### config.mk
export PLATFORM = sky130hd
export DESIGN_NAME = tube_host_master
export DESIGN_NICKNAME = d
export VERILOG_FILES = /design/src/rtl/tube_host_master.sv
export SDC_FILE = /design/constraint.sdc
export NUM_CORES = 1
export LEC_CHECK = 0
export BUFFER_PORTS_ARGS = -buffer_cell sky130_fd_sc_hd__buf_2
export CORE_ASPECT_RATIO = 0.6
export CORE_MARGIN = 2
export CORE_UTILIZATION = 48
export DETAILED_ROUTE_END_ITERATION = 16
export PLACE_DENSITY = 0.86
export SLEW_MARGIN = 20
export SYNTH_ARGS = -nofsm -noshare
export SYNTH_HDL_FRONTEND = slang
export SYNTH_SLANG_ARGS = --single-unit
### constraint.sdc
create_clock -name clk -period 2.1 [get_ports clk]
set_clock_uncertainty 0.1 [all_clocks]
set_input_delay 0.105 -clock clk [delete_from_list [all_inputs] [get_ports clk]]
set_output_delay 0.105 -clock clk [all_outputs]
set_load 0.01 [all_outputs]
### src/rtl/tube_host_master.sv
// Host-side initiator for the Tube ULA host port: turns simple commands into PHI2 bus cycles,
// polling the channel status register before data transfers, and synchronises the Tube IRQ.
module tube_host_master #(
  parameter int PHI2_HALF = 4,
  parameter int POLL_MAX  = 255
) (
  input  logic       clk,
  input  logic       h_rst_b,
  input  logic       cmd_valid,
  output logic       cmd_ready,
  input  logic [1:0] cmd_op,
  input  logic [1:0] cmd_chan,
  input  logic [7:0] cmd_data,
  output logic       rsp_valid,
  output logic [7:0] rsp_data,
  output logic       rsp_err,
  output logic       h_phi2,
  output logic       h_cs_b,
  output logic       h_rdnw,
  output logic [2:0] h_addr,
  output logic [7:0] h_data_o,
  output logic       h_data_oe,
  input  logic [7:0] h_data_i,
  input  logic       h_irq_b,
  output logic       host_irq
);

  typedef enum logic [2:0] {S_IDLE, S_LOW, S_HIGH, S_HOLD, S_GAP, S_RESP} state_t;

  localparam int HW = (PHI2_HALF <= 2) ? 1 : $clog2(PHI2_HALF);
  localparam int PW = (POLL_MAX <= 1) ? 1 : $clog2(POLL_MAX + 1);
  localparam logic [HW-1:0] HALF_LAST = HW'(PHI2_HALF - 1);
  localparam logic [PW-1:0] POLL_LIM  = PW'(POLL_MAX);

  state_t        state, state_n;
  logic [HW-1:0] phase_cnt;
  logic [PW-1:0] poll_cnt, poll_nxt;
  logic [1:0]    op_q, chan_q;
  logic [7:0]    data_q, rd_q;
  logic          is_poll, accept, last_half, wr_cycle, cond_met, poll_limit, in_bus;
  logic [2:0]    bus_addr;
  logic          irq_s1;

  assign last_half  = (phase_cnt == HALF_LAST);
  // Only the data transfer of op00 and the control write drive the bus; everything else reads.
  assign wr_cycle   = !is_poll && !op_q[0];
  assign cond_met   = op_q[0] ? rd_q[7] : rd_q[6];
  assign poll_nxt   = poll_cnt + PW'(1);
  assign poll_limit = (POLL_MAX != 0) && (poll_nxt == POLL_LIM);
  assign in_bus     = (state == S_LOW) || (state == S_HIGH) || (state == S_HOLD);

  always_comb begin
    bus_addr = {chan_q, 1'b1};
    if (is_poll || op_q == 2'b11) bus_addr = {chan_q, 1'b0};
    else if (op_q == 2'b10)       bus_addr = 3'b000;
  end

  always_ff @(posedge clk or negedge h_rst_b) begin
    if (!h_rst_b) state <= S_IDLE;
    else          state <= state_n;
  end

  always_comb begin
    state_n   = state;
    accept    = 1'b0;
    cmd_ready = 1'b0;
    rsp_valid = 1'b0;
    h_phi2    = 1'b0;
    h_cs_b    = 1'b1;
    h_rdnw    = 1'b1;
    h_addr    = 3'b000;
    h_data_o  = 8'h00;
    h_data_oe = 1'b0;
    if (in_bus) begin
      h_cs_b = 1'b0;
      h_rdnw = !wr_cycle;
      h_addr = bus_addr;
    end
    case (state)
      S_IDLE: begin
        cmd_ready = 1'b1;
        if (cmd_valid) begin
          accept  = 1'b1;
          state_n = S_LOW;
        end
      end
      S_LOW:  if (last_half) state_n = S_HIGH;
      S_HIGH: begin
        h_phi2    = 1'b1;
        h_data_o  = wr_cycle ? data_q : 8'h00;
        h_data_oe = wr_cycle;
        if (last_half) state_n = S_HOLD;
      end
      // Data and enable stay put one clk past the PHI2 fall, where the Tube latches writes.
      S_HOLD: begin
        h_data_o  = wr_cycle ? data_q : 8'h00;
        h_data_oe = wr_cycle;
        state_n   = S_GAP;
      end
      S_GAP:  state_n = (is_poll && (cond_met || !poll_limit)) ? S_LOW : S_RESP;
      S_RESP: begin
        rsp_valid = 1'b1;
        state_n   = S_IDLE;
      end
      default: state_n = S_IDLE;
    endcase
  end

  always_ff @(posedge clk or negedge h_rst_b) begin
    if (!h_rst_b) begin
      phase_cnt <= '0;
      poll_cnt  <= '0;
      op_q      <= 2'b00;
      chan_q    <= 2'b00;
      data_q    <= 8'h00;
      rd_q      <= 8'h00;
      is_poll   <= 1'b0;
      rsp_data  <= 8'h00;
      rsp_err   <= 1'b0;
    end else begin
      phase_cnt <= ((state == S_LOW || state == S_HIGH) && !last_half) ? phase_cnt + HW'(1) : '0;
      if (accept) begin
        op_q     <= cmd_op;
        chan_q   <= cmd_chan;
        data_q   <= cmd_data;
        is_poll  <= !cmd_op[1];
        poll_cnt <= '0;
      end
      if (state == S_HIGH && last_half && !wr_cycle) rd_q <= h_data_i;
      // Outcome of the cycle just finished is settled in the gap clk.
      if (state == S_GAP) begin
        if (!is_poll) begin
          rsp_err  <= 1'b0;
          rsp_data <= op_q[0] ? rd_q : data_q;
        end else if (cond_met) begin
          is_poll <= 1'b0;
        end else begin
          poll_cnt <= poll_nxt;
          if (poll_limit) begin
            rsp_err  <= 1'b1;
            rsp_data <= rd_q;
          end
        end
      end
      if (state == S_RESP) poll_cnt <= '0;
    end
  end

  always_ff @(posedge clk or negedge h_rst_b) begin
    if (!h_rst_b) begin
      irq_s1   <= 1'b0;
      host_irq <= 1'b0;
    end else begin
      irq_s1   <= !h_irq_b;
      host_irq <= irq_s1;
    end
  end

endmodule

==> results.json, run 1 <==
{
  "dr.pass1.iters": 4,
  "fp-row-count": 19,
  "cts.sinks": 45,
  "critPathKind": "flop to flop",
  "htree_levels": 2,
  "syn_nets": 251,
  "place_congestion": 0.942,
  "drt_iter0_drc": 219,
  "place_area_um2": 2680,
  "grt_max_degree": 24,
  "dp.cells": 344,
  "die_h_um": 57.0,
  "hold_path.class": "input pin to flop",
  "pin_count": 51,
  "synthCells": 224,
  "gr-usage-all-layers_pct": 23.9,
  "end_kind": "flop",
  "start_util_pct": 49.5,
  "max_freq_mhz": 458,
  "ys_warn_count": 0,
  "dieWidth_um": 92.3,
  "wl_mm": 6.00,
  "tightest_slew_ns": 0.595,
  "layout-drive-gt1-share_pct": 37.9,
  "area_delta_synth_final_pct": 38.4,
  "violations": "setup timing",
  "final_antenna_net_count": 0,
  "final-setup-viol-count": 9,
  "hpwl_mm": 3.92,
  "vias": 2059,
  "synth_enable_flop_cells": 0,
  "design_area_um2": 3110,
  "hold_path_end": "state[0]$_DFFE_PN0P_",
  "hold_viol_final": 0,
  "detail_route.vias_per_cell": 5.42,
  "slew_headroom_pct": 60.3,
  "fin_crit_sh_pct": 104,
  "holdWs_ns": 0.0781,
  "r2r_slack_ns": -0.08,
  "ys_ff_latch": 45,
  "synth_cell_types": 37,
  "regToRegEndpoint": "rsp_data[3]$_DFFE_PN0P_",
  "io_buffers": 50,
  "overflow": 0,
  "start_kind": "flop",
  "tritoncts": "done",
  "finalWorstSetupSlack_ns": -0.0831,
  "worstPathMaxFanout": 5,
  "cpMaxStageDelayCell": "dfrtp_1",
  "clk_path_buf_depth": 2,
  "outcome": "finished with violations",
  "numCtsBuffers": 5,
  "grt_first_pass_wirelength_mm": 9.50,
  "peakVddDrop_uv": 650,
  "coreArea_um2": 4540,
  "static-leakage-power_uw": 0.00151,
  "dieArea_um2": 5260,
  "maxCapViolations": 0,
  "path_clk_slew_ns": 0.09,
  "fin_cells": 380,
  "critPathMostFrequentCell": "buf_4",
  "grt_pass1_vias": 1985,
  "ff2ff_path_depth": 8,
  "synthesis.area_um2": 2250,
  "fillCellCount": 322,
  "worstReg2RegStart": "poll_cnt[0]$_DFF_PN0_",
  "wl_per_cell_um": 15.8,
  "synthFlopType": "dfrtp_1",
  "critPathArrivalTime_ns": 2.27,
  "worstHoldStart": "cmd_valid",
  "clk_latency_ns": 0.31,
  "n_antenna_cell": 0,
  "power.density_nw_per_um2": 1070,
  "ys_seq_area_share_pct": 50.1,
  "syn_avg_cell_area_um2": 10.0,
  "async_flop_share_pct": 100,
  "finalCriticalPeriod_ns": 2.18,
  "drv_slew": 0,
  "rsz0062_at_grt": "true",
  "worstHoldPathCells": 3,
  "grt_antenna_before_repair": 0,
  "root_buffer": "clkbuf_8",
  "max_stage_delay_ns": 0.45,
  "crit_chain": "ha_4 -> buf_4 -> xor2_1 -> nand4_1 -> a2111oi_4 -> buf_4 -> a21oi_4 -> mux2_2",
  "cp.required_ns": 2.19,
  "drc_errors": 0,
  "nets": 343
}
cells by family after synthesis:
family,count (synthesis),share of synthesized area (%)
AO/OA/AOI/OAI,31,9.47
buffers and inverters,15,2.62
flip-flops,45,50.1
XOR/XNOR,3,1.17
multiplexers,27,13.4
adder cells (fa/ha/maj),3,1.67
AND/OR/NAND/NOR,100,21.5
routing by layer:
metal / share of wire (%) / wire (µm) / track usage (%)
met1: 44 / 2640 / 33.0
met2: 45 / 2680 / 36.0
met3: 8.7 / 525 / 7.13
met4: 2.7 / 160 / 9.38
met5: 0 / 0 / 0
sequential cells by signal, indices dropped and copies added (netlist names):
| name | flops |
|---|---|
| irq_s1 | 1 |
| data_q | 8 |
| rd_q | 8 |
| is_poll | 1 |
| phase_cnt | 2 |
| host_irq | 1 |
| rsp_data | 8 |
| state | 3 |
| op_q | 2 |
| chan_q | 2 |
| rsp_err | 1 |
| poll_cnt | 8 |
power breakdown:
part           total, µW  internal [µW]  switching (µW)
Clock                583            273             309
Sequential          1330           1130             195
Combinational       1410            670             736
critical path: cells and delay by family (launching register included):
kind	cells	cell delay, ns
buf+inv	2	0.34
simple gates	1	0.20
mux	1	0.31
fa+ha+maj	1	0.19
xor+xnor	1	0.15
compound gates	2	0.32
flops	1	0.45
stage by stage:
step | util (%) | TNS, ns | setup WS, ns | total power [µW]
2_1_floorplan | - | 0 | 0.0162 | 2110
3_3_place_gp | 59.1 | 0 | 0.0345 | 2540
3_5_place_dp | 59.1 | -0.328 | -0.0499 | 2590
4_1_cts | 67.0 | -0.310 | -0.0443 | 3220
5_1_grt | 68.4 | -0.728 | -0.0958 | 3540
6_report | 68.4 | -0.596 | -0.0831 | 3320
what timing repair did:
item / CTS / global route
pin swaps: 4 / 3
setup endpoints to repair: 8 / 10
setup buffers: 2 / 3
resized for setup: 4 / 10
hold buffers: 22 / 0
gates cloned: 1 / 0
endpoints found under the hold margin: 43 / 0
worst max path at each step:
stage                           from  slack [ns]                       to
2_1_floorplan  poll_cnt[1]$_DFF_PN0_        0.02  rsp_data[0]$_DFFE_PN0P_
5_1_grt        poll_cnt[0]$_DFF_PN0_        -0.1  rsp_data[3]$_DFFE_PN0P_
4_1_cts        poll_cnt[0]$_DFF_PN0_       -0.04  rsp_data[3]$_DFFE_PN0P_
6_report       poll_cnt[0]$_DFF_PN0_       -0.08  rsp_data[3]$_DFFE_PN0P_
3_5_place_dp   poll_cnt[0]$_DFF_PN0_       -0.05  rsp_data[7]$_DFFE_PN0P_
3_3_place_gp   poll_cnt[0]$_DFF_PN0_        0.03  rsp_data[0]$_DFFE_PN0P_
cell usage in the layout (no fill, tap or decap), types with 6 or more instances in the layout:
cell type / netlist / final
clkbuf_8: 0 / 6
nor2_1: 17 / 17
nand2_1: 45 / 44
a21oi_1: 11 / 10
dfrtp_1: 45 / 44
dlygate4sd3_1: 0 / 22
o21ai_0: 7 / 6
and2_1: 13 / 13
buf_4: 0 / 19
mux2_2: 25 / 23
buf_2: 2 / 50
final cells by class:
type	count	area (µm²)	share of cell area, %
Sequential cell	45	1130	36.3
Multi-Input combinational cell	165	1130	36.3
Clock inverter	2	17.5	0.564
Inverter	5	18.8	0.604
Timing Repair Buffer	94	656	21.1
Tap cell	63	78.8	2.54
Clock buffer	6	82.6	2.66
cells in the mapped netlist (2+ instances only):
master | instances | share of area (%)
or3_1 | 2 | 0.56
a2111oi_0 | 2 | 0.78
buf_2 | 2 | 0.45
nor3_1 | 3 | 0.67
nor2b_1 | 3 | 0.84
ha_1 | 3 | 1.7
xor2_1 | 3 | 1.2
mux2_2 | 25 | 13
nand4_1 | 2 | 0.56
o21ai_0 | 7 | 1.6
nor2_1 | 17 | 2.8
mux2i_1 | 2 | 0.89
and2_1 | 13 | 3.6
a21oi_1 | 11 | 2.5
clkbuf_1 | 7 | 1.2
nand2b_1 | 2 | 0.56
dfrtp_1 | 45 | 50
a31oi_1 | 4 | 1.1
inv_1 | 5 | 0.84
nand2_1 | 45 | 7.5
nand3_1 | 5 | 1.1
Note: power is estimated with default switching activity, not from simulation.
==> run 2: changes to the inputs <==
--- a/config.mk
+++ b/config.mk
@@ -6,11 +6,13 @@
 export NUM_CORES = 1
 export LEC_CHECK = 0
 export BUFFER_PORTS_ARGS = -buffer_cell sky130_fd_sc_hd__buf_2
+export CELL_PAD_IN_SITES_DETAIL_PLACEMENT = 1
+export CELL_PAD_IN_SITES_GLOBAL_PLACEMENT = 2
 export CORE_ASPECT_RATIO = 0.6
 export CORE_MARGIN = 2
-export CORE_UTILIZATION = 48
+export CORE_UTILIZATION = 30
 export DETAILED_ROUTE_END_ITERATION = 16
-export PLACE_DENSITY = 0.86
+export PLACE_DENSITY = 0.87
 export SLEW_MARGIN = 20
 export SYNTH_ARGS = -nofsm -noshare
 export SYNTH_HDL_FRONTEND = slang
==> run 2 against run 1 <==
- the flow still finishes with violations (setup timing)
- wire length is 14% higher
- total power increased by 8.1%
- clock power increased by 42%
- hold slack better by 0.033 ns
- count of clock-buffer cells in the layout did not move
- critical endpoint unchanged
==> results.json, run 2 (same netlist as run 1, synthesis figures left out) <==
{
  "finalCriticalPeriod_ns": 2.15,
  "drt_iter0_drc": 55,
  "maxCapViolations": 0,
  "drc_errors": 0,
  "crit_chain": "ha_4 -> nand3_1 -> xor2_1 -> a2111oi_4 -> buf_4 -> a21oi_4 -> mux2_2",
  "die_h_um": 71.0,
  "fin_crit_sh_pct": 103,
  "final-setup-viol-count": 8,
  "gr-usage-all-layers_pct": 17.7,
  "dr.pass1.iters": 4,
  "power.switching_uw": 1300,
  "vias": 2057,
  "grt_antenna_before_repair": 0,
  "finalWorstSetupSlack_ns": -0.0537,
  "layout_common_cells": "buf_2 (50), dfrtp_1 (45), nand2_1 (44)",
  "slew_headroom_pct": 60.5,
  "start_util_pct": 30.9,
  "max_stage_delay_ns": 0.42,
  "peakVddDrop_uv": 409,
  "layout_commonest_cell": "buf_2",
  "worstPathMaxFanout": 6,
  "cpMaxStageDelayCell": "dfrtp_1",
  "seqPwrFrac_pct": 37.1,
  "grt_first_pass_wirelength_mm": 11.1,
  "design_area_um2": 3260,
  "switching_share_pct": 36.3,
  "hold_path.class": "input pin to flop",
  "place_congestion": 0.830,
  "htree_levels": 2,
  "hpwl_mm": 4.49,
  "critPathArrivalTime_ns": 2.23,
  "power.density_nw_per_um2": 1100,
  "nets": 350,
  "start_kind": "flop",
  "dieWidth_um": 116,
  "end_kind": "flop",
  "clk_latency_ns": 0.29,
  "tritoncts": "done",
  "io_buffers": 50,
  "overflow": 0,
  "root_buffer": "clkbuf_16",
  "wl_mm": 6.83,
  "p_int_uw": 2280,
  "coreArea_um2": 7270,
  "outcome": "finished with violations",
  "detail_route.vias_per_cell": 4.81,
  "area_delta_synth_final_pct": 45.1,
  "power_frac_clock_pct": 23.1,
  "hold_viol_final": 0,
  "n_antenna_cell": 0,
  "cts.sinks": 45,
  "rsz0062_at_grt": "true",
  "grt_pass1_vias": 2058,
  "p_comb_share_pct": 39.7,
  "fp-row-count": 24,
  "place_area_um2": 2730,
  "violations": "setup timing",
  "final_antenna_net_count": 0,
  "cp.required_ns": 2.17,
  "wl_per_cell_um": 16.0,
  "dieArea_um2": 8220,
  "layout-drive-gt1-share_pct": 38.9,
  "grt_max_degree": 46,
  "clk_path_buf_depth": 2,
  "numCtsBuffers": 5,
  "drv_slew": 0,
  "critPathKind": "flop to flop",
  "pin_count": 51,
  "static-leakage-power_uw": 0.00158,
  "post-place-ws_ns": -0.0586,
  "tightest_slew_ns": 0.593,
  "max_freq_mhz": 464,
  "path_clk_slew_ns": 0.07
}
run 2: stage by stage:
stage / hold WS [ns] / TNS [ns] / power, µW / std cells / utilization (%)
3_5_place_dp: 0.134 / -0.423 / 2640 / 386 / 37.6
2_1_floorplan: -0.291 / 0 / 2110 / 224 / -
4_1_cts: 0.115 / -0.108 / 3580 / 423 / 43.9
6_report: 0.111 / -0.247 / 3580 / 428 / 44.9
3_3_place_gp: 0.128 / 0 / 2590 / 386 / 37.6
5_1_grt: 0.177 / -0.808 / 3830 / 428 / 44.9
run 2: cell type report:
class | count | area (µm²)
clock buffers | 6 | 139
clock inverters | 2 | 17.5
fillers | 849 | 4010
inverters | 5 | 18.8
multi-input cells | 165 | 1130
flip-flops and latches | 45 | 1130
well taps | 104 | 130
repair buffers | 101 | 699
run 2: path summary, 6_finish.rpt:
path                                        from  cells after the start  slack, ns                      end
setup / recovery           poll_cnt[0]$_DFF_PN0_                      7      -0.05  rsp_data[3]$_DFFE_PN0P_
hold / removal                         cmd_valid                      3       0.11     state[0]$_DFFE_PN0P_
setup reg to reg           poll_cnt[0]$_DFF_PN0_                      7      -0.05  rsp_data[3]$_DFFE_PN0P_
hold reg to reg                 irq_s1$_DFF_PN0_                      0       0.26       host_irq$_DFF_PN0_
max in group asynchronous                h_rst_b                      3       1.15    poll_cnt[2]$_DFF_PN0_
min in group asynchronous                h_rst_b                      3       0.32    poll_cnt[6]$_DFF_PN0_
run 2: per-layer routing:
metal,share of wire (%),track usage (%),up-vias
met5,0,0,-
met4,1.6,5.82,0
met3,4.4,3.43,9
met2,45,25.9,57
met1,49,26.1,1018
li1,-,-,973
run 2: power groups by stage:
stage	registers, µW	logic [µW]	clock network [µW]
global route	1370	1580	883
finish	1330	1420	829
global placement	1320	1270	0
detailed placement	1330	1310	0
CTS	1330	1410	844
floorplan	1310	791	0
run 2: critical path, delay by kind of cell (launching register included):
family                     cells  cell delay, ns
and+or+nand+nor                1            0.10
xor gates and xnor gates       1            0.31
adders and majority gates      1            0.20
muxes                          1            0.38
buffers and inverters          1            0.17
DFF                            1            0.42
AOI/OAI and AO/OA              2            0.35
run 2: repair_timing:
action / CTS / global route
gates cloned: 1 / 0
setup endpoints to repair: 8 / 18
buffers inserted: 6 / 5
resized for setup: 8 / 6
hold buffers: 22 / 0
pin swaps: 3 / 1
endpoints found under the hold margin: 66 / 0
==> run 3: changes to the inputs <==
--- a/config.mk
+++ b/config.mk
@@ -12,7 +12,7 @@
 export CORE_MARGIN = 2
 export CORE_UTILIZATION = 30
 export DETAILED_ROUTE_END_ITERATION = 16
-export PLACE_DENSITY = 0.87
+export PLACE_DENSITY = 0.84
 export SLEW_MARGIN = 20
 export SYNTH_ARGS = -nofsm -noshare
 export SYNTH_HDL_FRONTEND = slang
==> constraint.sdc (replaced) <==
create_clock -name clk -period 2.7 [get_ports clk]
set_clock_uncertainty 0.1 [all_clocks]
set_input_delay 0.135 -clock clk [delete_from_list [all_inputs] [get_ports clk]]
set_output_delay 0.135 -clock clk [all_outputs]
set_load 0.01 [all_outputs]
==> run 3 against run 2 <==
- the run now ends clean
- wire length is 7.8% lower
- utilization is 3.1 points lower
- first-iteration DRC count is 5.5% higher
- critical path depth is 1 lower
- count of clock-buffer cells in the layout stayed put
- non-clock buffer count is 21 lower
- global-route usage is 0.86 points lower
==> results.json, run 3 (same netlist as run 1, synthesis figures left out) <==
{
  "start_kind": "flop",
  "drv_slew": 0,
  "crit_chain": "ha_1 -> nand3_1 -> xor2_1 -> a2111oi_4 -> a21oi_4 -> mux2_2",
  "clk_latency_ns": 0.29,
  "coreArea_um2": 7270,
  "finalSetupTns_ns": 0,
  "dieArea_um2": 8220,
  "nets": 328,
  "dr.pass1.iters": 4,
  "hold_viol_final": 0,
  "drt_iter0_drc": 58,
  "fin_crit_sh_pct": 89.4,
  "multi_input_comb_area_um2": 1070,
  "critPathKind": "flop to flop",
  "dieWidth_um": 116,
  "cp.required_ns": 2.77,
  "wl_per_cell_um": 15.5,
  "grt_antenna_before_repair": 0,
  "io_buffers": 50,
  "cpMaxStageDelayCell": "dfrtp_1",
  "die_h_um": 71.0,
  "fp-row-count": 24,
  "root_buffer": "clkbuf_16",
  "path_clk_slew_ns": 0.07,
  "numCtsBuffers": 5,
  "cts_setup_buffers": 0,
  "rsz0062_at_grt": "false",
  "fillCellCount": 838,
  "tritoncts": "done",
  "worstHoldStart": "cmd_valid",
  "finalCriticalPeriod_ns": 2.41,
  "layout-drive-gt1-share_pct": 32.5,
  "final_antenna_net_count": 0,
  "crit_start": "poll_cnt[0]$_DFF_PN0_",
  "static-leakage-power_uw": 0.00145,
  "worstPathMaxFanout": 9,
  "slew_headroom_pct": 60.6,
  "max_freq_mhz": 414,
  "pin_count": 51,
  "place_congestion": 0.839,
  "final-setup-viol-count": 0,
  "area_delta_synth_final_pct": 35.0,
  "clk_path_buf_depth": 2,
  "vias": 1913,
  "power.density_nw_per_um2": 881,
  "drc_errors": 0,
  "n_antenna_cell": 0,
  "cts.sinks": 45,
  "wl_mm": 6.30,
  "worstReg2RegStart": "poll_cnt[0]$_DFF_PN0_",
  "outcome": "completed",
  "grt_max_degree": 46,
  "seq_area_um2": 1130,
  "layout_commonest_cell": "buf_2",
  "final_util_pct": 41.7,
  "grt_pass1_vias": 1970,
  "gr-usage-all-layers_pct": 16.8,
  "tightest_slew_ns": 0.591,
  "hpwl_mm": 4.47,
  "max_stage_delay_ns": 0.49,
  "detail_route.vias_per_cell": 4.71,
  "maxCapViolations": 0,
  "start_util_pct": 30.9,
  "critPathArrivalTime_ns": 2.49,
  "hold_path.class": "input pin to flop",
  "overflow": 0,
  "htree_levels": 2,
  "layout_common_cells": "buf_2 (49), nand2_1 (45), dfrtp_1 (45)",
  "end_kind": "flop",
  "peakVddDrop_uv": 284,
  "grt_first_pass_wirelength_mm": 10.5,
  "total_power_uw": 2670
}
[run 3: cell count changes in the layout (fill, tap and decap cells not counted), sizes merged]
cell   previous run  this run
buf              79        58
a21oi            13        12
[run 3: critical path, delay by kind of cell, from the launching register on]
family                     cells  cell delay, ns
muxes                          1            0.38
and+or+nand+nor                1            0.14
adders and majority gates      1            0.40
AOI/OAI and AO/OA              2            0.50
DFF                            1            0.49
xor gates and xnor gates       1            0.28
[run 3: per-stage QoR]
stage / hold WS, ns / instances / setup slack [ns] / instance area (µm²)
after CTS: 0.0584 / 406 / 0.0974 / 3020
after floorplan: -0.261 / 224 / 0.538 / 2250
after global routing: 0.102 / 406 / 0.0879 / 3030
after detailed placement: 0.185 / 376 / 0.126 / 2650
after global placement: 0.182 / 376 / 0.257 / 2650
final: 0.0687 / 406 / 0.287 / 3030
[run 3: cell type report]
cell class | count | share of cell area [%]
Tap cell | 104 | 4.29
Sequential cell | 45 | 37.1
Clock inverter | 2 | 0.578
Inverter | 5 | 0.619
Timing Repair Buffer | 80 | 17.6
Clock buffer | 6 | 4.58
Multi-Input combinational cell | 164 | 35.2
[run 3: routing by layer]
metal  part of all wire [%]  vias to the layer above  wire length [µm]  track usage (%)
li1                       -                      924                 -                -
met1                     52                      941              3260             24.5
met2                     42                       41              2670             24.4
met3                    4.5                        7               283             4.37
met4                    1.4                        0                86             5.42
met5                      0                        -                 0                0
[run 3: repair_timing]
| item | 4_1_cts | 5_1_grt |
|---|---|---|
| hold endpoints to repair | 66 | 0 |
| hold buffers | 22 | 0 |
| gates resized for setup | 0 | 1 |
| setup endpoints to repair | 0 | 8 |
[run 3: worst paths after layout]
check	endpoint	slack (ns)	cells past startpoint
worst max register to register	rsp_data[2]$_DFFE_PN0P_	0.29	6
worst max-delay path	rsp_data[2]$_DFFE_PN0P_	0.29	6
max in group asynchronous	is_poll$_DFF_PN0_	1.80	2
worst min-delay path	state[0]$_DFFE_PN0P_	0.07	3
worst min register to register	host_irq$_DFF_PN0_	0.25	0
min in group asynchronous	poll_cnt[2]$_DFF_PN0_	0.29	2
[run 3: where the power goes]
| part | switching (µW) | total, µW | leakage (µW) | internal [µW] |
|---|---|---|---|---|
| registers | 185 | 1070 | 0.000568 | 882 |
| clock network | 275 | 649 | 0.0000775 | 374 |
| logic | 510 | 957 | 0.000801 | 447 |
| total | 970 | 2670 | 0.00145 | 1700 |
